==> config.mk <==
export PLATFORM = sky130hd
export DESIGN_NAME = fb_load_scheduler_flat
export DESIGN_NICKNAME = d
export VERILOG_FILES = /design/src/rtl/fb_load_scheduler_if.sv /design/src/rtl/fb_load_scheduler.sv /design/src/flat_wrapper.sv
export SDC_FILE = /design/constraint.sdc
export NUM_CORES = 1
export LEC_CHECK = 0
export ABC_AREA = 0
export CAP_MARGIN = 10
export CELL_PAD_IN_SITES_DETAIL_PLACEMENT = 0
export CELL_PAD_IN_SITES_GLOBAL_PLACEMENT = 2
export CORE_ASPECT_RATIO = 1.75
export CORE_MARGIN = 2
export CORE_UTILIZATION = 30
export CTS_BUF_LIST = sky130_fd_sc_hd__clkbuf_2
export CTS_CLUSTER_DIAMETER = 150
export DETAILED_ROUTE_END_ITERATION = 10
export MAX_ROUTING_LAYER = met4
export PLACE_DENSITY_LB_ADDON = 0.1
export SLEW_MARGIN = 20
export SYNTH_ARGS = -nofsm -noshare
export SYNTH_HDL_FRONTEND = slang
export SYNTH_SLANG_ARGS = --single-unit
==> constraint.sdc <==
create_clock -name clk -period 2.86 [get_ports clk]
set_input_delay 0.429 -clock clk [delete_from_list [all_inputs] [get_ports clk]]
set_output_delay 0.429 -clock clk [all_outputs]
set_load 0.02 [all_outputs]
==> src/rtl/fb_load_scheduler_if.sv <==
// Handshake and data bundle between the UI request source, SD block reader and framebuffer write port.
// slave modport: the scheduler side. master modport: the side that drives requests and reader traffic.
// Signals: req_* request channel, ld_* reader control/stream, fb_* framebuffer write port.
interface fb_load_scheduler_if #(
   parameter int ADDR_W = 17,
   parameter int DATA_W = 16,
   parameter int IDX_W  = 2
);
   logic              req_valid;
   logic              req_ready;
   logic              req_op;
   logic [IDX_W-1:0]  req_index;
   logic              ld_start;
   logic [IDX_W-1:0]  ld_index;
   logic              ld_abort;
   logic              ld_we;
   logic [ADDR_W-1:0] ld_addr;
   logic [DATA_W-1:0] ld_data;
   logic              ld_done;
   logic              fb_we;
   logic [ADDR_W-1:0] fb_addr;
   logic [DATA_W-1:0] fb_data;

   modport master (
      output req_valid, req_op, req_index, ld_we, ld_addr, ld_data, ld_done,
      input  req_ready, ld_start, ld_index, ld_abort, fb_we, fb_addr, fb_data
   );

   modport slave (
      input  req_valid, req_op, req_index, ld_we, ld_addr, ld_data, ld_done,
      output req_ready, ld_start, ld_index, ld_abort, fb_we, fb_addr, fb_data
   );
endinterface

==> src/rtl/fb_load_scheduler.sv <==
// Purpose: sole owner of the framebuffer write port; runs image loads via the SD reader or an internal zero-fill.
// Latency: reader pixel writes reach the framebuffer exactly one cycle later; clear writes one pixel per cycle.
// Backpressure: one-deep request slot, req_ready = slot empty; the reader stream itself is never stalled.
// Ports: clk/reset (sync, active-low); bus (slave modport: req_*, ld_*, fb_*);
//        busy, cur_index, loaded_valid, timeout_err status outputs.
// Optional: define PREEMPT_CLEAR_EN to let a clear request abort an in-progress load.
module fb_load_scheduler #(
   parameter int ADDR_W         = 17,
   parameter int DATA_W         = 16,
   parameter int FB_DEPTH       = 76800,
   parameter int IDX_W          = 2,
   parameter int TIMEOUT_CYCLES = 2000000
) (
   input  logic              clk,
   input  logic              reset,
   fb_load_scheduler_if.slave bus,
   output logic              busy,
   output logic [IDX_W-1:0]  cur_index,
   output logic              loaded_valid,
   output logic              timeout_err
);
   localparam int WD_W = $clog2(TIMEOUT_CYCLES + 1);
   localparam logic [ADDR_W:0]   DEPTH_EXT = (ADDR_W+1)'(FB_DEPTH);
   localparam logic [ADDR_W-1:0] LAST_ADDR = ADDR_W'(FB_DEPTH - 1);
   localparam logic [WD_W-1:0]   WD_LAST   = WD_W'(TIMEOUT_CYCLES - 1);

   typedef enum logic [2:0] {IDLE, SKIP, LD_START, LD_WAIT, CLEAR} state_t;

   state_t            state, state_nxt;
   logic              pend_valid;
   logic              pend_op;
   logic [IDX_W-1:0]  pend_index;
   logic [WD_W-1:0]   wd_cnt;
   logic [ADDR_W-1:0] clr_cnt;
   logic              fwd_we;
   logic [ADDR_W-1:0] fwd_addr;
   logic [DATA_W-1:0] fwd_data;
   logic [IDX_W-1:0]  ld_index_q;
   logic              ld_abort_q;

   logic accept, preempt, dispatch, wd_hit, clr_last, fwd_ok, in_wait;

   assign accept   = bus.req_valid & ~pend_valid;
   assign in_wait  = (state == LD_WAIT);
   assign fwd_ok   = ({1'b0, bus.ld_addr} < DEPTH_EXT);
   assign clr_last = (clr_cnt == LAST_ADDR);
   // Timeout fires when the silent cycle about to end would bring the count to the limit.
   assign wd_hit   = in_wait & ~bus.ld_we & ~bus.ld_done & (wd_cnt == WD_LAST);

`ifdef PREEMPT_CLEAR_EN
   // A clear taken during a load bypasses the slot and jumps straight into CLEAR.
   assign preempt = accept & bus.req_op & ((state == LD_START) | (state == LD_WAIT));
`else
   assign preempt = 1'b0;
`endif

   always_comb begin
      state_nxt = state;
      dispatch  = 1'b0;
      case (state)
         IDLE: begin
            if (pend_valid) begin
               dispatch = 1'b1;
               if (pend_op)
                  state_nxt = CLEAR;
               else if (loaded_valid && (pend_index == cur_index))
                  state_nxt = SKIP;
               else
                  state_nxt = LD_START;
            end
         end
         SKIP:     state_nxt = IDLE;
         LD_START: state_nxt = LD_WAIT;
         LD_WAIT:  if (bus.ld_done || wd_hit) state_nxt = IDLE;
         // A forwarded write still in flight owns the port; the clear stalls for it.
         CLEAR:    if (!fwd_we && clr_last) state_nxt = IDLE;
         default:  state_nxt = IDLE;
      endcase
      if (preempt) state_nxt = CLEAR;
   end

   always_ff @(posedge clk) begin
      if (!reset) begin
         state        <= IDLE;
         pend_valid   <= 1'b0;
         pend_op      <= 1'b0;
         pend_index   <= '0;
         wd_cnt       <= '0;
         clr_cnt      <= '0;
         fwd_we       <= 1'b0;
         fwd_addr     <= '0;
         fwd_data     <= '0;
         ld_index_q   <= '0;
         ld_abort_q   <= 1'b0;
         cur_index    <= '0;
         loaded_valid <= 1'b0;
         timeout_err  <= 1'b0;
      end else begin
         state <= state_nxt;

         if (dispatch) pend_valid <= 1'b0;
         if (accept && !preempt) begin
            pend_valid <= 1'b1;
            pend_op    <= bus.req_op;
            pend_index <= bus.req_index;
         end
         if (accept) timeout_err <= 1'b0;

         fwd_we <= in_wait & bus.ld_we & fwd_ok;
         if (in_wait && bus.ld_we) begin
            fwd_addr <= bus.ld_addr;
            fwd_data <= bus.ld_data;
         end

         ld_abort_q <= preempt | wd_hit;

         if (state == IDLE && state_nxt == LD_START) ld_index_q <= pend_index;
         if (state != CLEAR && state_nxt == CLEAR) clr_cnt <= '0;

         case (state)
            LD_START: begin
               wd_cnt       <= '0;
               loaded_valid <= 1'b0;
            end
            LD_WAIT: begin
               if (bus.ld_we || bus.ld_done) wd_cnt <= '0;
               else                          wd_cnt <= wd_cnt + 1'b1;
               if (bus.ld_done && !preempt) begin
                  cur_index    <= ld_index_q;
                  loaded_valid <= 1'b1;
               end
               if (wd_hit) timeout_err <= 1'b1;
            end
            CLEAR: begin
               if (!fwd_we) begin
                  if (clr_last) loaded_valid <= 1'b0;
                  else          clr_cnt <= clr_cnt + 1'b1;
               end
            end
            default: ;
         endcase

         if (preempt) loaded_valid <= 1'b0;
      end
   end

   assign bus.req_ready = ~pend_valid;
   assign bus.ld_start  = (state == LD_START);
   assign bus.ld_index  = ld_index_q;
   assign bus.ld_abort  = ld_abort_q;
   assign bus.fb_we     = fwd_we | (state == CLEAR);
   assign bus.fb_addr   = (state == CLEAR && !fwd_we) ? clr_cnt : fwd_addr;
   assign bus.fb_data   = (state == CLEAR && !fwd_we) ? '0 : fwd_data;
   assign busy          = (state != IDLE) | pend_valid;
endmodule
==> src/flat_wrapper.sv <==
// flat-port wrapper written by rule: the top's interface ports become plain ports
module fb_load_scheduler_flat 
#(
   parameter int ADDR_W         = 17,
   parameter int DATA_W         = 16,
   parameter int FB_DEPTH       = 76800,
   parameter int IDX_W          = 2,
   parameter int TIMEOUT_CYCLES = 2000000
)
  (clk, reset, busy, cur_index, loaded_valid, timeout_err, bus_req_valid, bus_req_op, bus_req_index, bus_ld_we, bus_ld_addr, bus_ld_data, bus_ld_done, bus_req_ready, bus_ld_start, bus_ld_index, bus_ld_abort, bus_fb_we, bus_fb_addr, bus_fb_data);
  fb_load_scheduler_if #(.ADDR_W(ADDR_W), .DATA_W(DATA_W), .IDX_W(IDX_W)) bus_i ();
  input  logic clk;
  input  logic reset;
  output logic busy;
  output logic [IDX_W-1:0] cur_index;
  output logic loaded_valid;
  output logic timeout_err;
  input wire logic [$bits(bus_i.req_valid)-1:0] bus_req_valid;
  input wire logic [$bits(bus_i.req_op)-1:0] bus_req_op;
  input wire logic [$bits(bus_i.req_index)-1:0] bus_req_index;
  input wire logic [$bits(bus_i.ld_we)-1:0] bus_ld_we;
  input wire logic [$bits(bus_i.ld_addr)-1:0] bus_ld_addr;
  input wire logic [$bits(bus_i.ld_data)-1:0] bus_ld_data;
  input wire logic [$bits(bus_i.ld_done)-1:0] bus_ld_done;
  output wire logic [$bits(bus_i.req_ready)-1:0] bus_req_ready;
  output wire logic [$bits(bus_i.ld_start)-1:0] bus_ld_start;
  output wire logic [$bits(bus_i.ld_index)-1:0] bus_ld_index;
  output wire logic [$bits(bus_i.ld_abort)-1:0] bus_ld_abort;
  output wire logic [$bits(bus_i.fb_we)-1:0] bus_fb_we;
  output wire logic [$bits(bus_i.fb_addr)-1:0] bus_fb_addr;
  output wire logic [$bits(bus_i.fb_data)-1:0] bus_fb_data;
  assign bus_i.req_valid = bus_req_valid;
  assign bus_i.req_op = bus_req_op;
  assign bus_i.req_index = bus_req_index;
  assign bus_i.ld_we = bus_ld_we;
  assign bus_i.ld_addr = bus_ld_addr;
  assign bus_i.ld_data = bus_ld_data;
  assign bus_i.ld_done = bus_ld_done;
  assign bus_req_ready = bus_i.req_ready;
  assign bus_ld_start = bus_i.ld_start;
  assign bus_ld_index = bus_i.ld_index;
  assign bus_ld_abort = bus_i.ld_abort;
  assign bus_fb_we = bus_i.fb_we;
  assign bus_fb_addr = bus_i.fb_addr;
  assign bus_fb_data = bus_i.fb_data;
  fb_load_scheduler #(.ADDR_W(ADDR_W), .DATA_W(DATA_W), .FB_DEPTH(FB_DEPTH), .IDX_W(IDX_W), .TIMEOUT_CYCLES(TIMEOUT_CYCLES)) u_core (.clk(clk), .reset(reset), .bus(bus_i), .busy(busy), .cur_index(cur_index), .loaded_valid(loaded_valid), .timeout_err(timeout_err));
endmodule
==> results by group, run 1 <==
Die
  – Die width: 93.9 µm
  – Die Height: roughly 160 µm
  – Number of primary I/O pins: 85
  – FP Rows: 57
  – Core ar.: 13800 µm²
  – Starting density of the core: 30.7%
  – Die Footprint: about 15000 µm²

Synth
  – Synth cell count leaders: nand2_1 (117), dfxtp_1 (86), a21oi_1 (41)
  – Cell count after synthesis: around 550
  – Most frequent cell after synthesis: nand2_1
  – Top cells by area, synth: dfxtp_1 (41%), nand2_1 (10%), a21oi_1 (4.8%)
  – Number of synthesis warnings: 0
  – Post-synthesis sequential area ratio: 40.6%
  – Post-Syn Nets: 589
  – Ys flop type: dfxtp_1
  – Flops & latches, synth: 86
  – Avg Cell Area, Syn: 7.77 µm²
  – Yosys top cell area share: 40.6%
  – Distinct cells, synth: 61
  – Post-Syn Area: 4240 µm²
  – Ys async rst share: 0%
  – Number of synthesized flops with an enable pin: 0
  – Yosys top cell by area: dfxtp_1

STA
  – Final slew viol count: 0
  – Setup TNS: 0 ps
  – Setup violators final: 0
  – Final period utilization: 92.9%
  – Worst-Margin Slew: approximately 700 ps
  – Final Hold Violating Endpoints: 0
  – Hold_ws: 416 ps
  – Worst slew margin: 53.1%
  – RSZ-0062 raised after global routing: no
  – Clk_skew: approximately 32 ps
  – Fmax: 376 MHz
  – Final worst slack: 204 ps
  – Final Critical Period: 2660 ps

Power and ir drop
  – Pwr dens: between 400 and 500 nW/µm²
  – Leakage: 2.00 nW
  – Sequential share of power: between 50 and 60%
  – Clock network fraction of total power: 35.3%
  – Peak supply drop: 218 µV
  – Switching power: 559 µW
  – Combinational share of power: a little over a tenth
  – Internal power contribution: 1.71 mW
  – Switching share of power: between 20% and 30%

Worst setup path
  – Worst Path Required: 2430 ps
  – CP arrival: ~2200 ps
  – CP endpoint kind: output port
  – Startpoint Class: flip-flop
  – WS Path Type: flip-flop to output port
  – Worst reg2reg setup slack: 690 ps
  – CP Max Fanout: 53

Clocking
  – Max Root-Sink Buffers: 2
  – Clock network latency to the later pin of the worst-skew pair: 540 ps
  – CTS clock-pin slew for the worst setup and hold paths: roughly 250 ps
  – CTS Buf Count: 9
  – Clock sinks: 86
  – TritonCTS clock tree: done
  – Clock root cell: clkbuf_2
  – H-tree Lvls: 3

Finish
  – Fin cells: 811
  – FILL cells: 1524
  – NumNets Final: 671
  – Share of layout cells above drive strength 1: roughly 7.3%
  – Register area: 1730 µm²
  – Multi-input gate area: approximately 2300 µm²
  – Area growth syn-to-layout: 28.6%

Place
  – GP Congestion: 0.848
  – Dpl hpwl: 10400 µm
  – IO Port Bufs: 84
  – Pre-CTS WS: 327 ps
  – Placed Cells: 792

Routing
  – Antenna Nets Post-Route: 0
  – Vias post-DR: 4195
  – Wire per inst: 17.3 µm
  – Vias per cell: 5.17
  – Final routed DRC violation total: 0
  – WL final: roughly 14000 µm
  – TritonRoute pass-1 iters: 4
  – Initial DRC count: roughly 170

Global routing
  – Total global-route track usage: between 10% and 20%
  – Total gr overflow: 0
  – Vias in the first global route: 4149
  – Antenna violations before repair: 1
  – First-pass GRT wire length: 22100 µm
  – Largest net degree at the start of global routing: between 50 and 60

Run status
  – Status: finished, final reports clean

Worst hold path
  – Hold WC Path Type: primary input to flip-flop

Flow run
  – MaxCap Viol Count: 0
## cells in the final DEF, fill, tap and decap left out, types with 3 or more instances in the layout
cell	n
inv_1	12
nor4_1	11
bufinv_16	3
buf_4	18
o2111ai_1	3
xnor2_1	10
dlygate4sd2_1	29
a21oi_1	41
nand3_1	22
nand2_1	117
and3_1	8
nand4_1	20
or4_1	4
mux2i_1	11
a31oi_1	5
dfxtp_1	85
nor2_1	32
clkdlybuf4s50_1	51
and2_1	18
nor3_1	13
nor2b_1	3
o221ai_1	5
nand2b_1	7
nor4b_1	4
a21o_1	3
xor2_1	5
clkbuf_2	12
or3_1	7
o21ai_0	22
o22ai_1	5
## timing repair
action                     in CTS  in global routing
setup buffers                   2                  0
hold buffers                    0                  0
resized for setup              35                  4
setup endpoints to repair      33                  4
## registers in the layout, indices dropped and copies added, names as in the netlist
signal,flops
u_core.bus.ld_abort,1
u_core.pend_valid,1
u_core.fwd_we,1
u_core.loaded_valid,1
u_core.fwd_data,16
u_core.pend_op,1
u_core.wd_cnt,21
u_core.cur_index,2
u_core.timeout_err,1
u_core.state,3
u_core.fwd_addr,17
u_core.pend_index,2
u_core.clr_cnt,17
u_core.bus.ld_index,2
## final cells by class
class	count	share of cell area (%)
repair buffers	103	17.6
inverters	13	0.894
flip-flops and latches	86	31.6
multi-input cells	415	42.9
well taps	177	4.06
clock inverters	4	1.74
diodes	1	0.0459
clock buffers	12	1.10
## layer usage
layer / share of wire [%] / vias up / GRT usage [%]
met4: 1.9 / 0 / 6.52
met2: 58 / 69 / 36.9
met5: 0 / - / -
li1: - / 2093 / -
met1: 38 / 2020 / 20.2
met3: 2.3 / 13 / 2.24
## cells by family after synthesis
| logic type | count (synthesis) | share of synthesized area [%] |
|---|---|---|
| simple gates | 278 | 32.6 |
| compound gates | 109 | 16.3 |
| flops | 86 | 40.6 |
| buf+inv | 45 | 4.19 |
| xor+xnor | 15 | 3.10 |
| mux | 11 | 2.60 |
| fa+ha+maj | 2 | 0.590 |
## path summary, 6_finish.rpt
kind / depth (start not counted) / endpoint / from
setup / recovery: 4 / bus_fb_addr[14] / u_core.state[2]
setup reg to reg: 4 / u_core.clr_cnt[11] / u_core.clr_cnt[6]
hold / removal: 3 / u_core.fwd_addr[0] / bus_ld_addr[0]
hold reg to reg: 2 / u_core.fwd_data[14] / u_core.fwd_data[14]
## worst max-delay path, stage by stage (launching register included)
cell	delay, ps
dfxtp_4	440
or4b_1	470
buf_8	220
o21ai_0	220
clkdlybuf4s15_1	330
## power by group through the flow
stage / registers (mW) / clock network [mW] / logic, mW
3_5_place_dp: 1.25 / 0 / 0.248
5_1_grt: 1.23 / 0.882 / 0.267
6_report: 1.22 / 0.803 / 0.245
4_1_cts: 1.23 / 0.846 / 0.249
3_3_place_gp: 1.25 / 0 / 0.248
2_1_floorplan: 1.25 / 0 / 0.112
## through the flow
| stage | cell area [µm²] | util, % | power (mW) |
|---|---|---|---|
| after floorplan | 4240 | - | 1.36 |
| after global placement | 5300 | 38.3 | 1.50 |
| after detailed placement | 5300 | 38.3 | 1.50 |
| after CTS | 5450 | 39.4 | 2.32 |
| after global routing | 5460 | 39.4 | 2.38 |
| final | 5460 | 39.4 | 2.27 |
Power figures use the tool's default switching activity.
==> inputs of run 2 (changes only) <==
- clock period: 2.86 -> 3.05 ns (I/O delays scaled with it)
==> results by group, run 2 (synthesized netlist as in run 1, its figures left out) <==
Run status
  – Status: finished, final reports clean

Worst setup path
  – Startpoint Class: flip-flop
  – Crit-path cells: or4b_1 > buf_6 > nand2_1 > nand2_1 > clkdlybuf4s50_1
  – CP arrival: 2440 ps (+210 ps)
  – Top Family by Delay on Critical Path: buffers and inverters
  – Reg2reg path depth: 6 (+2)
  – CP endpoint kind: output port
  – WS Path Type: flip-flop to output port
  – Top cell by count, worst path: nand2_1
  – CP Buf/Inv Count: 2 (unchanged)
  – CP Max Fanout: 53 (unchanged)
  – Worst stage delay on the critical path: 550 ps (+80 ps)
  – Worst Path Required: 2590 ps (+160 ps)
  – Slowest-stage cell, CP: clkdlybuf4s50_1
  – CP Depth: 5 (+1)

Finish
  – Fin cells: 806 (-0.62%)
  – Share of layout cells above drive strength 1: 6.69% (-0.58 points)
  – Most common cell after layout, fill and taps aside: nand2_1
  – Most frequent cells in the layout: nand2_1 (117), dfxtp_1 (84), clkdlybuf4s50_1 (55)
  – Largest register by flop count: u_core.wd_cnt
  – NumNets Final: 666 (-0.75%)
  – Area growth syn-to-layout: 29.6%
  – Max reg flops: 21 (unchanged)
  – FILL cells: 1515 (-0.59%)
  – Top flop regs: u_core.wd_cnt x21, u_core.clr_cnt x17, u_core.fwd_addr x17

Clocking
  – Number of post-CTS setup repair buffers: 0 (-2)
  – TritonCTS clock tree: done
  – CTS Buf Count: 9 (unchanged)
  – H-tree Lvls: 3 (unchanged)
  – Clock sinks: 86 (unchanged)
  – Clock network latency to the later pin of the worst-skew pair: 560 ps (+20 ps)
  – Post-CTS Hold Fix Bufs: 0 (unchanged)
  – Resized Gates After CTS: 14 (-60%)
  – CTS clock-pin slew for the worst setup and hold paths: 250 ps (about the same)
  – Max Root-Sink Buffers: 2 (unchanged)
  – Clock root cell: clkbuf_2

STA
  – Setup violators final: 0 (unchanged)
  – Final slew viol count: 0 (unchanged)
  – Final period utilization: 95.1%
  – Worst slew margin: 57.6% (+4.5 points)
  – Clk_skew: 24.4 ps (-7.29 ps)
  – Final Hold Violating Endpoints: 0 (unchanged)
  – RSZ-0062 raised after global routing: no
  – Worst-Margin Slew: 631 ps (-66.8 ps)
  – Final worst slack: 148 ps (-55.1 ps)
  – Fmax: between 300 and 400 MHz
  – Setup TNS: 0 ps (unchanged)
  – Final Critical Period: between 2000 and 3000 ps
  – Hold_ws: 400 ps (-16.7 ps)

Routing
  – Initial DRC count: 147 (-11%)
  – TritonRoute pass-1 iters: 4 (unchanged)
  – Final routed DRC violation total: 0 (unchanged)
  – Vias per cell: 5.21 (+0.79%)
  – Antenna Nets Post-Route: 0 (unchanged)
  – Vias post-DR: 4202 (+0.17%)
  – Wire per inst: 17.5 µm (+1.1%)
  – WL final: 14100 µm (+0.46%)

Power and ir drop
  – Switching share of power: 25.2% (+0.62 points)
  – Pwr dens: 390 nW/µm² (-6.2%)
  – Peak supply drop: 218 µV (about the same)
  – Sequential share of power: 53.7% (-0.2 points)
  – Leakage: 2.18 nW (+9.4%)
  – Clock network fraction of total power: 35.9% (+0.6 points)
  – Switching power: 541 µW (-3.1%)
  – Combinational share of power: 10.4% (-0.4 points)
  – Internal power contribution: 1.61 mW (-6.3%)

Die
  – Die Footprint: 15100 µm² (unchanged)
  – Die width: 93.9 µm (unchanged)
  – Die Height: 161 µm (unchanged)
  – Number of primary I/O pins: 85 (unchanged)
  – Core ar.: 13800 µm² (unchanged)
  – FP Rows: 57 (unchanged)
  – Starting density of the core: 30.7% (unchanged)

Global routing
  – Vias in the first global route: 4281 (+3.2%)
  – Total gr overflow: 0 (unchanged)
  – Total global-route track usage: 19.5% (+0.077 points)
  – First-pass GRT wire length: 22200 µm (+0.47%)
  – Largest net degree at the start of global routing: 55 (+1.9%)
  – Antenna violations before repair: 1 (unchanged)

Place
  – Placed Cells: 789 (-0.38%)
  – Dpl hpwl: 10400 µm (about the same)
  – Pre-CTS WS: 499 ps (+172 ps)
  – GP Congestion: 0.795 (-6.3%)
  – IO Port Bufs: 84 (unchanged)

Worst hold path
  – Worst hold path depth: 3 (unchanged)
  – Hold WC Path Type: primary input to flip-flop

Flow run
  – MaxCap Viol Count: 0 (unchanged)
run 2: final cells by class:
type                    count  area [µm²]  area share, %
flip-flops and latches     86        1730           31.4
repair buffers             98         993           18.1
diodes                      1        2.50         0.0455
inverters                  13        48.8          0.887
multi-input cells         415        2340           42.6
clock buffers              11        55.1           1.00
well taps                 177         221           4.03
clock inverters             5         108           1.96
run 2: path summary, 6_finish.rpt:
| kind | startpoint | endpoint | slack (ps) |
|---|---|---|---|
| worst min register to register | u_core.fwd_data[6] | u_core.fwd_data[6] | 470 |
| worst max-delay path | u_core.state[1] | bus_fb_addr[15] | 150 |
| worst min-delay path | bus_ld_data[13] | u_core.fwd_data[13] | 400 |
| worst max register to register | u_core.clr_cnt[0] | u_core.clr_cnt[2] | 840 |
run 2: stage by stage:
| step | utilization (%) | instance area, µm² | power, mW |
|---|---|---|---|
| after floorplan | - | 4240 | 1.28 |
| after global placement | 38.3 | 5290 | 1.40 |
| after detailed placement | 38.3 | 5290 | 1.40 |
| after CTS | 39.4 | 5450 | 2.19 |
| after global routing | 39.7 | 5500 | 2.26 |
| final | 39.7 | 5500 | 2.15 |
run 2: power by group through the flow:
stage	Clock (mW)	Sequential [mW]	Combinational, mW
6_report	0.771	1.15	0.223
3_5_place_dp	0	1.17	0.226
2_1_floorplan	0	1.17	0.105
3_3_place_gp	0	1.17	0.227
4_1_cts	0.805	1.15	0.227
5_1_grt	0.864	1.16	0.242
run 2: worst reg2reg max path: stages, from the launching register on:
cell and delay [ps]:
dfxtp_1 480, ha_1 240, nand4_1 110, buf_4 190, or2_2 400, o21ai_2 470, o221ai_1 210
run 2: routing by layer:
metal	vias up	wire length [µm]	global-route usage, %
li1	2090	-	-
met3	23	471	3.17
met2	91	8310	37.9
met4	0	304	6.65
met5	-	0	-
met1	1998	4990	18.9
==> edit 1, RTL diff (config.mk and constraints of run 2) <==
Register the output `timeout_err` once more; this adds one clock of latency there. The other outputs are not delayed to match.
--- a/src/rtl/fb_load_scheduler.sv
+++ b/src/rtl/fb_load_scheduler.sv
@@ -25,6 +25,8 @@
    localparam logic [WD_W-1:0]   WD_LAST   = WD_W'(TIMEOUT_CYCLES - 1);
 
    typedef enum logic [2:0] {IDLE, SKIP, LD_START, LD_WAIT, CLEAR} state_t;
+
+   logic timeout_err_s0;
 
    state_t            state, state_nxt;
    logic              pend_valid;
@@ -94,7 +96,7 @@
          ld_abort_q   <= 1'b0;
          cur_index    <= '0;
          loaded_valid <= 1'b0;
-         timeout_err  <= 1'b0;
+         timeout_err_s0 <= 1'b0;
       end else begin
          state <= state_nxt;
 
@@ -104,7 +106,7 @@
             pend_op    <= bus.req_op;
             pend_index <= bus.req_index;
          end
-         if (accept) timeout_err <= 1'b0;
+         if (accept) timeout_err_s0 <= 1'b0;
 
          fwd_we <= in_wait & bus.ld_we & fwd_ok;
          if (in_wait && bus.ld_we) begin
@@ -129,7 +131,7 @@
                   cur_index    <= ld_index_q;
                   loaded_valid <= 1'b1;
                end
-               if (wd_hit) timeout_err <= 1'b1;
+               if (wd_hit) timeout_err_s0 <= 1'b1;
             end
             CLEAR: begin
                if (!fwd_we) begin
@@ -152,4 +154,8 @@
    assign bus.fb_addr   = (state == CLEAR && !fwd_we) ? clr_cnt : fwd_addr;
    assign bus.fb_data   = (state == CLEAR && !fwd_we) ? '0 : fwd_data;
    assign busy          = (state != IDLE) | pend_valid;
+   always_ff @(posedge clk) begin
+      timeout_err <= timeout_err_s0;
+   end
+
 endmodule
Behaviour: no difference found for any inputs over 10 cycles, from zero or initial values and one cycle with reset low; that may be too few to reach the edited logic, so the function may still have changed.
==> edit 1 against run 2 <==
  * Worst setup slack better by 0.029 ns
  * Die area is 3.2% lower
  * Cell area is 3.2% lower
  * Non-clock buffer count stayed put
  * Routed wire length is 2.5% lower
  * Fmax is 1.0% higher
  * Total power is 2.0% higher
  * Area after synthesis is 3.3% lower
  * Via count is 3.2% lower
  * Sequential cell count is 1 higher
  * Register-to-register slack worse by 0.05 ns
  * Cell count is 0.74% lower
  * Largest power group unchanged
==> edit 1: results (changes against run 2) <==
| Metric | Value |
|---|---|
| Synth cell types | 49 (was 61) |
| CP top delay family | simple AND/OR/NAND/NOR gates (was buffers and inverters) |
| Clock skew | 0.0305 ns (was 0.0244 ns) |
| Leak | 1.98 nW (was 2.18 nW) |
| Total track usage | 0.191 (was 0.195) |
| Post-route insts no fill | 800 (was 806) |
| Arrival time at the worst endpoint | 2.41 ns (was 2.44 ns) |
| Sw frac | 0.282 (was 0.252) |
| Int Pwr | 1.57 mW (was 1.61 mW) |
| 1st-iter DRT viols | 184 (was 147) |
| Final #Nets | 665 (was 666) |
| Crit path max fanout | 11 (was 53) |
| Cell depth of the worst hold path | 0 (was 3) |
| Clk_lat worst skew | 0.54 ns (was 0.56 ns) |
| Final HPWL DP | 9840 microns (was 10400 microns) |
| Hold Crit Class | reg -> reg (was in -> reg) |
| Hold_sp | u_core.timeout_err_s0 (was bus_ld_data[13]) |
| Vias in the first global route | 4044 (was 4281) |
| DP Area | 5150 sq um (was 5290 sq um) |
| Metal3 WL | 346 microns (was 471 microns) |
| Flop pwr share | 0.546 (was 0.537) |
| Slowest-stage cell, CP | or4b_4 (was clkdlybuf4s50_1) |
| Hold Path End | u_core.timeout_err (was u_core.fwd_data[13]) |
| Met2 Use GR | 0.371 (was 0.379) |
| Status | finished, final reports clean (unchanged) |
| Worst slew pin tran | 0.737 ns (was 0.631 ns) |
| CP max stage delay | 0.64 ns (was 0.55 ns) |
| Compound-Gate Fraction of Synth Area | 0.149 (was 0.163) |
| Fill count | 1410 (was 1515) |
| Reg-to-reg endpoint | u_core.clr_cnt[9] (was u_core.clr_cnt[2]) |
| First-pass GRT wire length | 21200 microns (was 22200 microns) |
| Largest net degree at the start of global routing | 51 (was 55) |
| Share of layout cells above drive strength 1 | 0.0608 (was 0.0669) |
| Post-synthesis mux area share | 0.0171 (was 0.0260) |
| Post-synthesis sequential area ratio | 0.425 (was 0.406) |
| Number of cells after detailed placement | 783 (was 789) |
| Met3 global-route usage | 0.0232 (was 0.0317) |
| Met2 Routed Length | 8170 microns (was 8310 microns) |
## edit 1: cell types whose count changed in the layout (fill, tap and decap cells not counted), sizes merged, moves of 7 or more
cell,change
a21oi,+9
nand2b,-7
dlymetal6s2s,-14
nor2,+11
dlygate4sd2,-11
nand2,+27
clkdlybuf4s50,+25
## edit 1: worst reg2reg max path: stages, from the launching register on
cell	delay [ns]
dfxtp_1	0.52
ha_1	0.27
and4_1	0.34
and3_1	0.35
and2_1	0.32
nor3_1	0.09
o31a_1	0.28
## edit 1: area by class of cell
type / instances / area (sq um) / share of cell area
inverter: 7 / 26.3 / 0.00494
timing repair buffer: 98 / 972 / 0.183
multi-input combinational: 419 / 2230 / 0.419
tap: 174 / 218 / 0.0409
clock buffer: 10 / 50.0 / 0.00940
sequential: 87 / 1750 / 0.329
clock inverter: 4 / 72.6 / 0.0136
antenna: 1 / 2.50 / 0.000470
## edit 1: repair_timing
action,in CTS,in global routing
resized for setup,2,10
gates cloned,1,1
buffers inserted,0,0
endpoints found under the setup margin,25,20
==> edit 2, RTL diff (flow settings as in run 2) <==
Without the edit above. `DATA_W` is set to 16 in 3 places; all go to 20.
--- a/src/rtl/fb_load_scheduler_if.sv
+++ b/src/rtl/fb_load_scheduler_if.sv
@@ -3,7 +3,7 @@
 // Signals: req_* request channel, ld_* reader control/stream, fb_* framebuffer write port.
 interface fb_load_scheduler_if #(
    parameter int ADDR_W = 17,
-   parameter int DATA_W = 16,
+   parameter int DATA_W = 20,
    parameter int IDX_W  = 2
 );
    logic              req_valid;
--- a/src/rtl/fb_load_scheduler.sv
+++ b/src/rtl/fb_load_scheduler.sv
@@ -6,7 +6,7 @@
 // Optional: define PREEMPT_CLEAR_EN to let a clear request abort an in-progress load.
 module fb_load_scheduler #(
    parameter int ADDR_W         = 17,
-   parameter int DATA_W         = 16,
+   parameter int DATA_W         = 20,
    parameter int FB_DEPTH       = 76800,
    parameter int IDX_W          = 2,
    parameter int TIMEOUT_CYCLES = 2000000
--- a/src/flat_wrapper.sv
+++ b/src/flat_wrapper.sv
@@ -2,7 +2,7 @@
 module fb_load_scheduler_flat 
 #(
    parameter int ADDR_W         = 17,
-   parameter int DATA_W         = 16,
+   parameter int DATA_W         = 20,
    parameter int FB_DEPTH       = 76800,
    parameter int IDX_W          = 2,
    parameter int TIMEOUT_CYCLES = 2000000
Ports: changed (resized bus_fb_data and bus_ld_data); port bits go from 85 to 93. No check against the original RTL was run, so the function may have changed too.
==> edit 2 against run 2 <==
  * Cell count is 1.4% higher
  * Critical path depth did not move
  * Die area is 1.9% higher
  * Core utilization decreased by 0.56 points
  * Sequential cell count grew 4
  * Routed wire length is 7.9% lower
  * Cell area increased by 1.4%
  * Area after synthesis increased by 1.9%
  * Worst setup slack improved by 0.049 ns
  * Total power increased by 1.2%
  * Largest power group unchanged
==> edit 2: results (changes against run 2) <==
| Metric | Value |
|---|---|
| Status | finished, final reports clean (unchanged) |
| Arrival time at the worst endpoint | 2.40 ns (was 2.44 ns) |
| Regs by FF count | u_core.wd_cnt: 21 flops, u_core.fwd_data: 20 flops (was u_core.wd_cnt: 21 flops, u_core.clr_cnt: 17 flops, u_core.fwd_addr: 17 flops) |
| Hold Path End | u_core.fwd_data[18] (was u_core.fwd_data[13]) |
| Leak | 1.98 nW (was 2.18 nW) |
| CLK BUF | 10 (was 11) |
| Syn Nets | 598 (was 589) |
| CP startpoint | u_core.state[0] (was u_core.state[1]) |
| CP max stage delay | 0.63 ns (was 0.55 ns) |
| Yosys reg bits | 90 (was 86) |
| Top cells by instance count after synthesis | nand2_1 (138), dfxtp_1 (90), a21oi_1 (50) (was nand2_1 (117), dfxtp_1 (86), a21oi_1 (41)) |
| Cells on worst reg2reg path | 7 (was 6) |
| Max_slew headroom | 0.552 (was 0.576) |
| Vias in the first global route | 4146 (was 4281) |
| Clock network contribution to total cell area | 0.0254 (was 0.0296) |
| Post-synthesis sequential area ratio | 0.417 (was 0.406) |
| CTS resizes | 1 (was 14) |
| Compound-Gate Fraction of Synth Area | 0.134 (was 0.163) |
| Final total power | 2.17 mW (was 2.15 mW) |
| 1st-iter DRT viols | 160 (was 147) |
| Sw frac | 0.269 (was 0.252) |
| GP Congestion | 0.846 (was 0.795) |
| IO buf count | 92 (was 84) |
| Clock share of power | 0.325 (was 0.359) |
| Fill count | 1564 (was 1515) |
| Cell Area, Synth | 4320 sq um (was 4240 sq um) |
| Total track usage | 0.176 (was 0.195) |
| XOR/XNOR share of the synthesized area | 0.0284 (was 0.0310) |
| Adder-cell share of the synthesized area | 0.00579 (was 0.00590) |
| Synth cell types | 60 (was 61) |
| DP Area | 5400 sq um (was 5290 sq um) |
| Clk slew on worst S/H paths | 0.28 ns (was 0.25 ns) |
| Comb_multi_in | 419 (was 415) |
| Final HPWL DP | 9130 microns (was 10400 microns) |
## edit 2: changes by cell type in the layout (fill, tap and decap cells not counted), moves of 6 or more
cell,before,now
nor4_1,11,3
dlymetal6s2s_1,18,1
dlygate4sd2_1,11,0
and2_1,18,4
nor3_1,13,7
o21ai_0,22,15
o21ai_1,0,10
nor2b_1,3,23
a21oi_1,41,50
clkdlybuf4s50_1,55,91
nand2_1,117,138
## edit 2: per-layer routing
metal | vias up | part of all wire | global-route usage | wire length (microns)
li1 | 2064 | - | - | -
met1 | 1944 | 0.41 | 0.199 | 5330
met2 | 98 | 0.54 | 0.312 | 7050
met3 | 16 | 0.032 | 0.0259 | 413
met4 | 0 | 0.014 | 0.0613 | 179
met5 | - | 0 | - | 0
## edit 2: per-stage QoR
step | hold slack, ns | std cells
after global placement | 0.439 | 798
after detailed placement | 0.445 | 798
after global routing | 0.327 | 817
after floorplan | 0.432 | 551
final | 0.377 | 817
after CTS | 0.339 | 814
